===== src/rtl/down_counter_timer.sv =====
// Loadable down-counter/timer: counts a loaded value down to zero once per clk,
// flags terminal count with a one-cycle tc pulse, optionally auto-reloads.
module down_counter_timer #(
  parameter int unsigned WIDTH       = 8,
  parameter bit          AUTO_RELOAD = 1'b0
) (
  input  logic             clk,
  input  logic             reset,
  input  logic             load,
  input  logic [WIDTH-1:0] load_val,
  input  logic             start,
  input  logic             pause,
  output logic [WIDTH-1:0] count,
  output logic             busy,
  output logic             done,
  output logic             tc
);

  typedef enum logic [1:0] {
    IDLE = 2'd0,
    RUN  = 2'd1,
    DONE = 2'd2
  } state_t;

  state_t           state, state_nxt;
  logic [WIDTH-1:0] reload_reg, reload_nxt;
  logic [WIDTH-1:0] count_nxt;
  logic             tc_nxt;
  logic             count_is_zero;
  logic             count_is_one;
  logic             reload_is_zero;

  assign count_is_zero  = (count == '0);
  assign count_is_one   = (count == WIDTH'(1));
  assign reload_is_zero = (reload_reg == '0);

  always_ff @(posedge clk or posedge reset) begin
    if (reset) begin
      state      <= IDLE;
      count      <= '0;
      reload_reg <= '0;
      tc         <= 1'b0;
    end else begin
      state      <= state_nxt;
      count      <= count_nxt;
      reload_reg <= reload_nxt;
      tc         <= tc_nxt;
    end
  end

  always_comb begin
    state_nxt  = state;
    count_nxt  = count;
    reload_nxt = reload_reg;
    tc_nxt     = 1'b0;

    if (load) begin
      count_nxt  = load_val;
      reload_nxt = load_val;
      state_nxt  = IDLE;
    end else begin
      case (state)
        IDLE: begin
          if (start) begin
            if (count_is_zero) begin
              state_nxt = DONE;
              tc_nxt    = 1'b1;
            end else begin
              state_nxt = RUN;
            end
          end
        end

        RUN: begin
          if (!pause) begin
            if (count_is_zero) begin
              // Not reachable through normal entry; park safely without a pulse.
              state_nxt = DONE;
            end else if (count_is_one) begin
              tc_nxt = 1'b1;
              if (AUTO_RELOAD) begin
                count_nxt = reload_reg;
              end else begin
                count_nxt = '0;
                state_nxt = DONE;
              end
            end else begin
              count_nxt = count - WIDTH'(1);
            end
          end
        end

        DONE: begin
          if (start) begin
            count_nxt = reload_reg;
            if (reload_is_zero) begin
              tc_nxt = 1'b1;
            end else begin
              state_nxt = RUN;
            end
          end
        end

        default: begin
          state_nxt = IDLE;
        end
      endcase
    end
  end

  assign busy = (state == RUN);
  assign done = (state == DONE);

endmodule

===== config.mk =====
export PLATFORM = sky130hd
export DESIGN_NAME = down_counter_timer
export DESIGN_NICKNAME = d
export VERILOG_FILES = /design/src/rtl/down_counter_timer.sv
export SDC_FILE = /design/constraint.sdc
export NUM_CORES = 1
export LEC_CHECK = 0
export ABC_AREA = 0
export BUFFER_PORTS_ARGS = -buffer_cell sky130_fd_sc_hd__buf_2
export CAP_MARGIN = 20
export CORE_MARGIN = 2
export CORE_UTILIZATION = 40
export CTS_BUF_LIST = sky130_fd_sc_hd__clkbuf_8 sky130_fd_sc_hd__clkbuf_16
export CTS_CLUSTER_SIZE = 10
export DETAILED_ROUTE_END_ITERATION = 16
export PLACE_DENSITY = 0.65
export SLEW_MARGIN = 30
export SYNTH_ARGS = -nofsm -noshare
export SYNTH_HDL_FRONTEND = slang
export SYNTH_SLANG_ARGS = --single-unit

===== constraint.sdc =====
create_clock -name clk -period 2.7 [get_ports clk]
set_input_delay 0.135 -clock clk [delete_from_list [all_inputs] [get_ports clk]]
set_output_delay 0.135 -clock clk [all_outputs]
set_load 0.01 [all_outputs]

Yosys cells after proc, flatten, opt, wreduce, memory -nomap -nowiden
Cells that the tools add are included.
- register bits after elaboration: 19
- logic and storage cells: 44
- input bits: 13
- output and inout port bits: 11
- equal/unequal tests: 9
- reduce and logical (&&, ||, !) cells: 6
- add/subtract/negate cells: 1
- muxes and demuxes: 24
- operators by type and width (kind ; number):
    2-to-1 mux 8 bit ; 5
    logical NOT 8 bit ; 2
    2-to-1 mux 2 bit ; 8
    one-hot mux 8 bit (2 select lines) ; 1
    != test 3 bit (second input constant) ; 5
    == test 8 x 1 -> 1 bit (second input constant) ; 1
    2-to-1 mux 1 bit ; 8
    subtractor 8 x 1 -> 8 bit (second input constant) ; 1
    one-hot mux 2 bit (3 select lines) ; 1
    AND reduction 5 bit ; 1
    != test 4 x 2 -> 1 bit (second input constant) ; 1
    AND reduction 4 bit ; 1
    one-hot mux 1 bit (3 select lines) ; 1
    nonzero test 3 bit ; 1
    == test 2 x 1 -> 1 bit (second input constant) ; 1
    == test 2 bit (second input constant) ; 1
    logical NOT 2 bit ; 1

Logic depth before layout (Yosys ltp)
Gate-level depths: netlist of run 1.
- depth in word-level cells: 6
- gate-level depth with buffers: 8
- depth with buffers taken out: 6

Worst setup path before layout of run 1
No wires, ideal clock.
- path type: reg-to-reg
- start point: register count[0]
- end point: register count[1]
- setup time: 0.125 ns
- clock period less this slack: 2.144 ns
- slack: 0.556 ns
- cell stages (with the launch flop): 9
- buffers on the path: 2
- arrival: 2.019 ns
- data required time: 2.575 ns
- cells stage by stage: dfrtp_1 inv_1 ha_1 or3b_1 clkbuf_2 o21ai_4 and2_1 buf_6 mux2_4
- cells in the longest elaborated chain, start to end: 6
- elaborated cells between the ends (all ways): 10
- those cells by class: add/sub (1); eq/ne (2); mux (5); reduce/logical (2)
- ends and longest elaborated chain (element ; RTL line ; RTL):
    start, declared ; 13 ; output logic [WIDTH-1:0] count,
    start signal, assigned ; 45 ; count <= count_nxt;
    subtractor 8 x 1 -> 8 bit / == test 8 x 1 -> 1 bit (equally long branches) ; 88, 34 ;
    2-to-1 mux 8 bit ; 79 ; end else if (count_is_one) begin
    2-to-1 mux 8 bit ; 76 ; if (count_is_zero) begin
    2-to-1 mux 8 bit ; 75 ; if (!pause) begin
    one-hot mux 8 bit (2 select lines) ; 62 ; case (state)
    2-to-1 mux 8 bit ; 57 ; if (load) begin
Several ways; a longest one is shown, not always the timed one. The select of a mux whose other input is x is not followed.
A chain may end at the register's enable or synchronous reset.

Worst setup path after layout of run 1
Same ends and word-level chain as after synthesis.

==> results.py, run 1 <==
metrics = {
    "status": {
        "outcome": "complete, but fails checks",
        "violations": "hold timing",
    },
    "clocking": {
        "ctsHoldBuffers": 0,
        "cts_resized": 0,
        "clock_latency_ns": 0.26,
        "cts_tree": "yes",
        "cts-htree-levels": 1,
        "cts.clk_slew.worst_paths_ns": 0.07,
        "cts_max_path_buffers": 2,
        "cts_setup_buffers": 0,
        "clock-sinks": 19,
        "root_buffer": "clkbuf_8",
        "cts_made_buffers": 3,
    },
    "critical_path": {
        "endpoint_kind": "register",
        "crit_family": "simple AND/OR/NAND/NOR gates",
        "path_cells": "inv_1, ha_1, or3b_1, o21ai_4, and2_1, mux2_4",
        "cp.buffers_inverters": 1,
        "crit_type": "reg -> reg",
        "critical_path_peak_fanout": 8,
        "slowest_delay_ns": 0.51,
        "crit_slowest_cell": "or3b_1",
        "required_ns": 2.85,
        "arrival_ns": 2.52,
        "worst_setup_path_start_kind": "register",
    },
    "timing": {
        "hold_violations": 19,
        "drv_slew": 0,
        "fin_skew_ns": 0.00348,
        "setup_viol": 0,
        "max_freq_mhz": 422,
        "timing.slew.headroom_pct": 52.9,
        "period_share_pct": 87.8,
        "min_period_ns": 2.37,
        "tightest_slew_ns": 0.705,
        "whs_ns": -0.0252,
        "setup_tns_ns": 0,
        "rsz0062_at_grt": "false",
    },
    "final_layout": {
        "antennaDiodeCount": 0,
        "drive_gt1_share_pct": 25.3,
        "layout_commonest_cell": "buf_2",
        "area_growth_pct": 15.4,
        "most-common-layout-cells": "23 x buf_2, 19 x dfrtp_1, 16 x inv_1, 10 x nand2_1, 8 x a22oi_1",
        "design_area_mm2": 0.00134,
        "fin_util_pct": 48.7,
        "nets": 166,
    },
    "logic_synthesis": {
        "ys_warn_count": 0,
        "synth_edf_count": 0,
        "synth_area_mm2": 0.00116,
        "syn_avg_cell_area_um2": 9.16,
        "syn_nets": 142,
        "ys_types": 38,
        "synthFlopType": "dfrtp_1",
        "seq_area_frac_synth_pct": 40.9,
        "syn_inst": 127,
        "async_flop_share_pct": 100,
        "ys_seq_elements": 19,
    },
    "detailed_routing": {
        "drtAntennaViolNets": 0,
        "viasPerCell": 5.66,
        "wirelength_um": 2780,
        "vias": 1025,
        "drt-pass1-iter-count": 7,
        "drc": 0,
        "wl_per_cell_um": 15.3,
        "drt_iter0_drc": 40,
    },
    "placed_design": {
        "place_area_mm2": 0.00130,
        "place_hpwl_um": 2080,
        "gp_congestion": 0.937,
        "io_buffer_count": 23,
    },
    "floorplan": {
        "die_w_um": 57.9,
        "core_area_mm2": 0.00276,
        "start_util_pct": 42.2,
        "num_io_pins": 24,
        "dieArea_mm2": 0.00336,
        "die_h_um": 57.9,
        "rows": 19,
    },
    "flow_run": {
        "maxCapViolCount": 0,
    },
    "global_route": {
        "grt_pass1_wl_um": 4620,
        "grt_pass1_vias": 995,
        "antenna_found_initial": 0,
        "grt_max_degree": 24,
        "grt_overflow_total": 0,
        "grt_usage_pct": 18.1,
    },
    "worst_hold_path": {
        "hold_path.class": "in -> async",
    },
    "pwr": {
        "leakage_nw": 0.641,
        "pwr_density_cell_mw_per_mm2": 780,
        "vdd_ir_drop_max_uv": 442,
    },
}
-- logic make-up (layout without fill, tap and decap cells) --
| group | Yosys count | in the layout | synth area share, % |
|---|---|---|---|
| and+or+nand+nor | 45 | 45 | 21.7 |
| AOI/OAI and AO/OA | 34 | 34 | 21.6 |
| buffers and inverters | 21 | 44 | 7.63 |
| DFF | 19 | 19 | 40.9 |
| muxes | 6 | 6 | 6.02 |
| adders and majority gates | 2 | 2 | 2.15 |
-- cell type report --
class,count,area [um^2]
Clock buffer,3,41.3
Clock inverter,1,5.00
Fill cell,258,1420
Inverter,16,60.1
Multi-Input combinational cell,87,599
Sequential cell,19,475
Tap cell,31,38.8
Timing Repair Buffer,24,123
-- through the flow --
| stage | setup slack [ns] | hold slack, ns | instances | power, mW |
|---|---|---|---|---|
| 6_report | 0.329 | -0.0252 | 181 | 1.05 |
| 5_1_grt | 0.217 | 0.0580 | 181 | 1.12 |
| 4_1_cts | 0.331 | 0.0137 | 181 | 1.05 |
| 3_5_place_dp | 0.364 | 0.293 | 177 | 0.847 |
| 3_3_place_gp | 0.434 | 0.286 | 177 | 0.844 |
| 2_1_floorplan | 0.556 | 0.0861 | 127 | 0.718 |
-- per-layer routing --
metal  track usage [%]  vias to the layer above  share of wire, %
li1                  -                      514                 -
met1              24.9                      464                46
met2              27.4                       40                44
met3              3.57                        7               7.0
met4              8.64                        0               2.2
met5                 0                        -                 0
-- cells in the mapped netlist (all sizes together), types with 3 or more instances --
cell type,n,area (um^2)
nor2b,4,25.0
o21ai,6,41.3
a22oi,8,60.1
nor2,7,26.3
nand2,10,37.5
nor3,4,20.0
dfrtp,19,475
and2,3,18.8
mux2,5,60.1
o22ai,6,37.5
a222oi,3,30.0
clkbuf,3,12.5
nor4,3,18.8
a21oi,4,20.0
inv,16,60.1
-- path summary, 6_finish.rpt --
path,from,to,cells past startpoint,slack [ns]
max,count[0],count[1],6,0.33
min,reset,count[0],2,-0.03
max reg2reg,count[0],count[1],6,0.33
min reg2reg,reload_reg[5],reload_reg[5],1,0.54
max in group asynchronous,reset,state[1],2,2.27
min in group clk,load_val[7],reload_reg[7],2,0.13
-- power breakdown --
| group | leakage (nW) | switching, mW | internal [mW] |
|---|---|---|---|
| Clock | 0.0255 | 0.0977 | 0.103 |
| Combinational | 0.380 | 0.233 | 0.181 |
| Sequential | 0.235 | 0.0885 | 0.344 |
| Total | 0.641 | 0.419 | 0.628 |
No activity file was read; power rests on OpenSTA's default activity.
==> inputs of run 2 (changes only) <==
--- a/config.mk
+++ b/config.mk
@@ -13,7 +13,6 @@
 export CTS_BUF_LIST = sky130_fd_sc_hd__clkbuf_8 sky130_fd_sc_hd__clkbuf_16
 export CTS_CLUSTER_SIZE = 10
 export DETAILED_ROUTE_END_ITERATION = 16
-export PLACE_DENSITY = 0.65
 export SLEW_MARGIN = 30
 export SYNTH_ARGS = -nofsm -noshare
 export SYNTH_HDL_FRONTEND = slang
==> run 2 against run 1 <==
The run still ends with hold timing left. First-iteration DRC count is 120% higher. Via count is 1.4% higher. Register-to-register slack better by 0.09 ns. Worst hold slack better by 0.013 ns. Die area stayed put. Core utilization is 0.23 points higher. Non-clock buffer count is 1 higher. Sequential power hardly changed. Combinational power is 1% higher. Flip-flop and latch count stayed put. Design area is 0.47% higher. Maximum frequency is 3.8% higher. Critical endpoint unchanged. Largest power group unchanged.
==> results.py, run 2 (synthesized netlist as in run 1, its figures left out) <==
metrics = {
    "clocking": {
        "cts.clk_slew.worst_paths_ns": 0.07,
        "root_buffer": "clkbuf_8",
        "cts_setup_buffers": 0,
        "cts-htree-levels": 1,
        "ctsHoldBuffers": 0,
        "cts_tree": "yes",
        "clock_latency_ns": 0.26,
        "cts_max_path_buffers": 2,
        "cts_made_buffers": 3,
        "cts_resized": 0,
        "clock-sinks": 19,
    },
    "timing": {
        "rsz0062_at_grt": "false",
        "max_freq_mhz": 438,
        "fin_skew_ns": 0.00325,
        "setup_viol": 0,
        "min_period_ns": 2.28,
        "period_share_pct": 84.6,
        "setup_tns_ns": 0,
        "tightest_slew_ns": 0.737,
        "timing.slew.headroom_pct": 50.8,
        "drv_slew": 0,
        "hold_violations": 19,
        "whs_ns": -0.0119,
    },
    "final_layout": {
        "layout_commonest_cell": "buf_2",
        "area_growth_pct": 15.9,
        "most-common-layout-cells": "23 x buf_2, 19 x dfrtp_1, 17 x inv_1, 10 x nand2_1, 8 x a22oi_1",
        "fin_util_pct": 48.9,
        "nets": 167,
        "antennaDiodeCount": 0,
        "drive_gt1_share_pct": 25.2,
    },
    "worst_hold_path": {
        "hold_path.class": "in -> async",
    },
    "global_route": {
        "grt_max_degree": 24,
        "antenna_found_initial": 0,
        "grt_pass1_vias": 1015,
        "grt_pass1_wl_um": 4890,
        "grt_usage_pct": 19.1,
        "grt_overflow_total": 0,
    },
    "detailed_routing": {
        "drt-pass1-iter-count": 5,
        "wirelength_um": 2910,
        "drt_iter0_drc": 88,
        "wl_per_cell_um": 16.0,
        "drc": 0,
        "viasPerCell": 5.71,
        "vias": 1039,
        "drtAntennaViolNets": 0,
    },
    "critical_path": {
        "crit_family": "simple AND/OR/NAND/NOR gates",
        "worst_setup_path_start_kind": "register",
        "endpoint_kind": "register",
        "cp.buffers_inverters": 1,
        "path_cells": "inv_1, ha_1, or3b_1, o21ai_4, and2_1, mux2_4",
        "r2r_slack_ns": 0.42,
        "crit_slowest_cell": "or3b_1",
        "crit_type": "reg -> reg",
        "required_ns": 2.85,
        "slowest_delay_ns": 0.51,
        "critical_path_peak_fanout": 7,
        "arrival_ns": 2.43,
    },
    "floorplan": {
        "die_w_um": 57.9,
        "start_util_pct": 42.2,
        "core_area_mm2": 0.00276,
        "rows": 19,
        "num_io_pins": 24,
        "die_h_um": 57.9,
        "dieArea_mm2": 0.00336,
    },
    "status": {
        "outcome": "complete, but fails checks",
        "violations": "hold timing",
    },
    "pwr": {
        "power.internal_mw": 0.629,
        "switching_power_mw": 0.427,
        "switching_share_pct": 40.4,
        "vdd_ir_drop_max_uv": 454,
        "pwr-share-comb_pct": 39.8,
        "clkPwrFrac_pct": 19.2,
        "pwr_density_cell_mw_per_mm2": 783,
        "seqPwrFrac_pct": 41.0,
        "leakage_nw": 0.647,
    },
    "placed_design": {
        "io_buffer_count": 23,
        "gp_congestion": 0.928,
        "place_hpwl_um": 2210,
    },
    "flow_run": {
        "maxCapViolCount": 0,
    },
}
-- run 2: worst paths after layout --
kind,startpoint,endpoint,depth (start not counted)
max,count[0],count[1],6
min reg2reg,reload_reg[5],reload_reg[5],1
max in group asynchronous,reset,reload_reg[1],2
min,reset,reload_reg[7],2
max reg2reg,count[0],count[1],6
min in group clk,load_val[1],reload_reg[1],3
-- run 2: power groups by stage --
stage                     Sequential [mW]  Combinational [mW]  Clock [mW]
final                               0.433               0.420       0.203
after global routing                0.444               0.468       0.221
after CTS                           0.431               0.419       0.207
after detailed placement            0.437               0.418           0
after global placement              0.431               0.418           0
after floorplan                     0.438               0.280           0
-- run 2: per-stage QoR --
step / std cells / power [mW] / worst slack, ns / instance area [um^2]
CTS: 182 / 1.06 / 0.418 / 1350
finish: 182 / 1.06 / 0.416 / 1350
floorplan: 127 / 0.718 / 0.556 / 1160
global placement: 178 / 0.849 / 0.544 / 1300
global route: 182 / 1.13 / 0.279 / 1350
detailed placement: 178 / 0.855 / 0.434 / 1300
-- run 2: area by class of cell --
cell class	count	area [um^2]
Clock buffer	3	41.3
Clock inverter	1	3.75
Fill cell	281	1410
Inverter	16	60.1
Multi-Input combinational cell	87	599
Sequential cell	19	475
Tap cell	31	38.8
Timing Repair Buffer	25	130
-- run 2: routing by layer --
metal  vias up  GRT usage (%)  routed length (um)
met2        33           29.2                1370
met1       487           26.2                1360
met5         -              0                   0
met3         4           4.46                 154
li1        515              -                   -
met4         0           7.31                  34
